`src/rtl/vga_fb_arbiter.sv`:
```
// rtl/vga_fb_arbiter.sv - frame-buffer RAM arbiter: scan-out reads win, draw writes fill idle slots
// Optional VGA_FB_VBLANK_WRITE_EN restricts draw writes to the vertical blanking interval.
module vga_fb_arbiter #(
  parameter int AW = 19,
  parameter int DW = 8,
  parameter int SW = 16
) (
  input  logic          clk,
  input  logic          rst_n,
  input  logic          scan_req,
  input  logic [AW-1:0] scan_addr,
  output logic [DW-1:0] scan_rdata,
  output logic          scan_valid,
  input  logic          vblank,
  input  logic          draw_req,
  input  logic [AW-1:0] draw_addr,
  input  logic [DW-1:0] draw_wdata,
  output logic          draw_ack,
  output logic          mem_en,
  output logic          mem_we,
  output logic [AW-1:0] mem_addr,
  output logic [DW-1:0] mem_wdata,
  input  logic [DW-1:0] mem_rdata,
  output logic [SW-1:0] stall_cnt
);

`ifdef VGA_FB_VBLANK_WRITE_EN
  localparam logic GATE_VBLANK = 1'b1;
`else
  localparam logic GATE_VBLANK = 1'b0;
`endif

  logic cooldown;
  logic rd_s1;
  logic rd_s2;
  logic draw_eligible;
  logic write_slot;
  logic stall_inc;

  // The ack cycle still sees the served request held high; it is neither re-granted nor a stall.
  always_comb begin
    draw_eligible = draw_req & ~cooldown & (vblank | ~GATE_VBLANK);
    write_slot    = ~scan_req & draw_eligible;
    stall_inc     = draw_req & ~write_slot & ~draw_ack;
  end

  always_ff @(posedge clk or negedge rst_n) begin
    if (!rst_n) begin
      mem_en     <= 1'b0;
      mem_we     <= 1'b0;
      mem_addr   <= '0;
      mem_wdata  <= '0;
      draw_ack   <= 1'b0;
      cooldown   <= 1'b0;
      rd_s1      <= 1'b0;
      rd_s2      <= 1'b0;
      scan_valid <= 1'b0;
      scan_rdata <= '0;
      stall_cnt  <= '0;
    end else begin
      mem_en   <= scan_req | write_slot;
      mem_we   <= write_slot;
      draw_ack <= write_slot;
      cooldown <= write_slot;
      if (scan_req) begin
        mem_addr <= scan_addr;
      end else if (write_slot) begin
        mem_addr  <= draw_addr;
        mem_wdata <= draw_wdata;
      end
      // Read pipeline: RAM enable in N+1, RAM data in N+2, registered to scan-out in N+3.
      rd_s1      <= scan_req;
      rd_s2      <= rd_s1;
      scan_valid <= rd_s2;
      if (rd_s2) begin
        scan_rdata <= mem_rdata;
      end
      if (stall_inc && (stall_cnt != {SW{1'b1}})) begin
        stall_cnt <= stall_cnt + SW'(1);
      end
    end
  end

endmodule

```
`config.mk`:
```
export PLATFORM = sky130hd
export DESIGN_NAME = vga_fb_arbiter
export DESIGN_NICKNAME = d
export VERILOG_FILES = /design/src/rtl/vga_fb_arbiter.sv
export SDC_FILE = /design/constraint.sdc
export NUM_CORES = 1
export LEC_CHECK = 0
export CAP_MARGIN = 20
export CORE_MARGIN = 4
export CORE_UTILIZATION = 37
export CTS_CLUSTER_DIAMETER = 40
export CTS_CLUSTER_SIZE = 30
export DETAILED_ROUTE_END_ITERATION = 16
export GPL_TIMING_DRIVEN = 0
export PLACE_DENSITY = 0.86
export SLEW_MARGIN = 20
export SYNTH_ARGS = -nofsm -noshare
export SYNTH_HDL_FRONTEND = slang
export SYNTH_SLANG_ARGS = --single-unit
```
`constraint.sdc`:
```
create_clock -name clk -period 1.6 [get_ports clk]
set_input_delay 0.32 -clock clk [delete_from_list [all_inputs] [get_ports clk]]
set_output_delay 0.32 -clock clk [all_outputs]
set_load 0.1 [all_outputs]
```
==> flow_summary_export.csv <==
group,metric,value,unit
clock_tree,root_buffer,"clkbuf_8",
layout,diodes,0,
layout,layoutNonFillerInstCount,405,
logic_synthesis,synthXorXnorAreaFrac,3.969,%
sta,clock.fmax,625.2,MHz
floorplanning,die_w,89.00,microns
logic_synthesis,ys_seq_area_share,57.73,%
floorplanning,num_rows,29,
grt,grt_pass1_wl,9.335,mm
sta,rsz0062_at_grt,"true",
layout,final_util,61.46,%
sta,worst_slack,0.5931,ps
placement,placed_area,3761,sq um
placement,hpwl,4.551,mm
logic_synthesis,synth_area_per_cell,11.96,sq um
floorplanning,die_area,7920,sq um
clock_tree,clk_latency,300,ps
sta,hold_slack,44.46,ps
sta,fin_skew,15.09,ps
logic_synthesis,ys.warnings.count,0,
layout,drive_above_1_share,37.50,%
logic_synthesis,synthMuxAreaShare,16.65,%
detailed_routing,num_vias,2003,
pwr,ir_worst_vdd,0.7091,mV
pwr,total_power,5.001,mW
grt,grt_max_degree,57,
grt,grt_usage,14.82,%
detailed_routing,drtAntennaViolNets,0,
sta,setup_violations,0,
detailed_routing,vias_per_cell,4.946,
layout,seq_area,1448,sq um
detailed_routing,highest_layer,"met4",
logic_synthesis,async_flop_share,100.0,%
floorplanning,start_util,38.23,%
logic_synthesis,synth_fp_nets,263,
min_path,hold_class,"in2async",
logic_synthesis,synthCells,203,
run_status,status,"finished clean",
detailed_routing,dr_wl_met2,3.065,mm
logic_synthesis,synth_commonest_cells,"56 x dfrtp_1, 25 x nand2_1, 19 x mux2i_1, 18 x o21ai_1, 16 x mux2_2",
placement,dp_slack,-535.1,ps
sta,period_minus_slack,1599,ps
floorplanning,pin_count,114,
pwr,cellPowerDensity,1282,nW/um^2
critical_path,cp-start-kind,"input port",
placement,place_inst,392,
detailed_routing,wl_met1,2.267,mm
critical_path,crit_path_end_kind,"register",
floorplanning,core_area,6350,sq um
logic_synthesis,synth_top_area_cell,"dfrtp_1",
detailed_routing,initialDrtViolationCount,67,
clock_tree,numCtsBuffers,5,
logic_synthesis,ys_types,33,
critical_path,critPathArrivalTime,1830,ps
critical_path,path_class,"in2reg",
flow_run,drv_cap,0,
layout,fillers,545,
sta,final_hold_viol_count,0,
critical_path,crit_required,1830,ps
layout,nNetsFinal,387,
logic_synthesis,ys.flop_type,"dfrtp_1",
layout,synthToLayoutAreaGrowth,60.77,%
logic_synthesis,ys_seq_elements,56,
critical_path,worstPathMaxFanout,5,
logic_synthesis,synth-compound-area-share,5.979,%
logic_synthesis,yosys-top-cells-area,"dfrtp_1 58%, mux2i_1 7.8%, mux2_2 7.4%, nand2_1 3.9%, o21ai_1 3.7%",
sta,slew_viol_final,0,
layout,final_area,3902,sq um
logic_synthesis,synth_top_area_share,57.73,%
sta,setup_tns,0,ps
placement,gp_congestion,0.7072,
clock_tree,clk_pin_slew,110,ps
pwr,p_leak,1.696,nW
clock_tree,clock-sinks,56,
grt,first_global_vias,2069,
layout,multi_input_area,1084,sq um
logic_synthesis,synth_area,2427,sq um
logic_synthesis,synth_most_common_cell,"dfrtp_1",
sta,finalCritPeriodShare,99.96,%
placement,io_buffers,112,
detailed_routing,met3WireLength,582,microns
sta,slew_headroom,53.56,%
logic_synthesis,yosys.area_share.simple,13.51,%
grt,antenna_found_initial,0,
grt,grt-ovfl-total,0,
logic_synthesis,synthAdderAreaFrac,0.5155,%
clock_tree,cts_buffer_depth,2,
floorplanning,die_y,89.00,microns
detailed_routing,wl,5.934,mm
detailed_routing,drc,0,
clock_tree,ctsHtreeMaxLevel,2,
sta,max_slew.worst_pin.slew,696.7,ps
detailed_routing,dr.pass1.iters,4,
detailed_routing,drt-wirelength-per-cell,14.65,microns
logic_synthesis,synth_top_family_by_area,"multiplexers",
logic_synthesis,synth-edff-count,0,
clock_tree,tritoncts,"done",
area by class of cell:
type                    count  share of cell area, %
flip-flops and latches     56                  37.10
multi-input cells         138                  27.77
inverters                   1                0.09618
clock buffers               6                  1.860
clock inverters             2                 0.8977
well taps                  77                  2.469
plain buffers               8                  1.315
repair buffers            117                  28.50
power by group:
part	leakage, nW	switching, mW	internal, mW	total [mW]
Clock	0.0552	0.440	0.466	0.906
Sequential	0.659	0.159	1.64	1.80
Combinational	0.982	1.73	0.566	2.30
logic make-up after synthesis:
kind of cell / count (synthesis)
AOI/OAI and AO/OA: 27
xor gates and xnor gates: 11
adders and majority gates: 1
buffers and inverters: 9
DFF: 56
muxes: 38
and+or+nand+nor: 61
cells in the final DEF, fill, tap and decap left out, drive strengths merged, types with 3 or more instances in the layout:
cell           synthesis  final
dfrtp                 56     56
clkdlybuf4s50          0     55
clkdlybuf4s15          0     32
buf                    3     26
nand2                 25     25
o21ai                 20     20
mux2i                 19     19
mux2                  19     19
clkbuf                 5     12
nand3                  9      9
nor2                   7      7
xor2                   6      6
xnor2                  5      5
clkdlybuf4s18          0      5
and3                   5      5
nor4b                  3      3
a21oi                  3      3
critical path: stages:
cell,delay (ps)
clkdlybuf4s50_1,550
nand3b_4,120
or3_4,430
nor4b_4,230
xor2_1,170
path summary, 6_finish.rpt:
check                           slack (ps)     start           end  cells past startpoint
worst max-delay path                   0.6  draw_req  stall_cnt[9]                      5
worst min-delay path                    40     rst_n  stall_cnt[9]                      1
worst max register to register          10  cooldown  stall_cnt[9]                      4
worst min register to register         370     rd_s1         rd_s2                      0
max in group asynchronous             1000     rst_n      cooldown                      1
min in group clk                       370     rd_s1         rd_s2                      0
registers in the layout (all words and copies together), names as in the netlist:
name        cells
mem_addr       19
stall_cnt      16
mem_wdata       8
scan_rdata      8
cooldown        1
mem_en          1
rd_s1           1
rd_s2           1
scan_valid      1
routing by layer:
metal  vias to the layer above  global-route usage (%)
met5                         -                       0
met4                         0                   2.436
met3                         2                   5.899
met2                        71                   26.92
met1                       967                   16.68
li1                        963                       -
repair_timing:
item | CTS | global route
setup buffers | 5 | 1
hold buffers | 0 | 0
endpoints found under the setup margin | 73 | 36
pin swaps | 4 | 3
resized for setup | 205 | 15
Note: power is estimated with default switching activity, not from simulation.
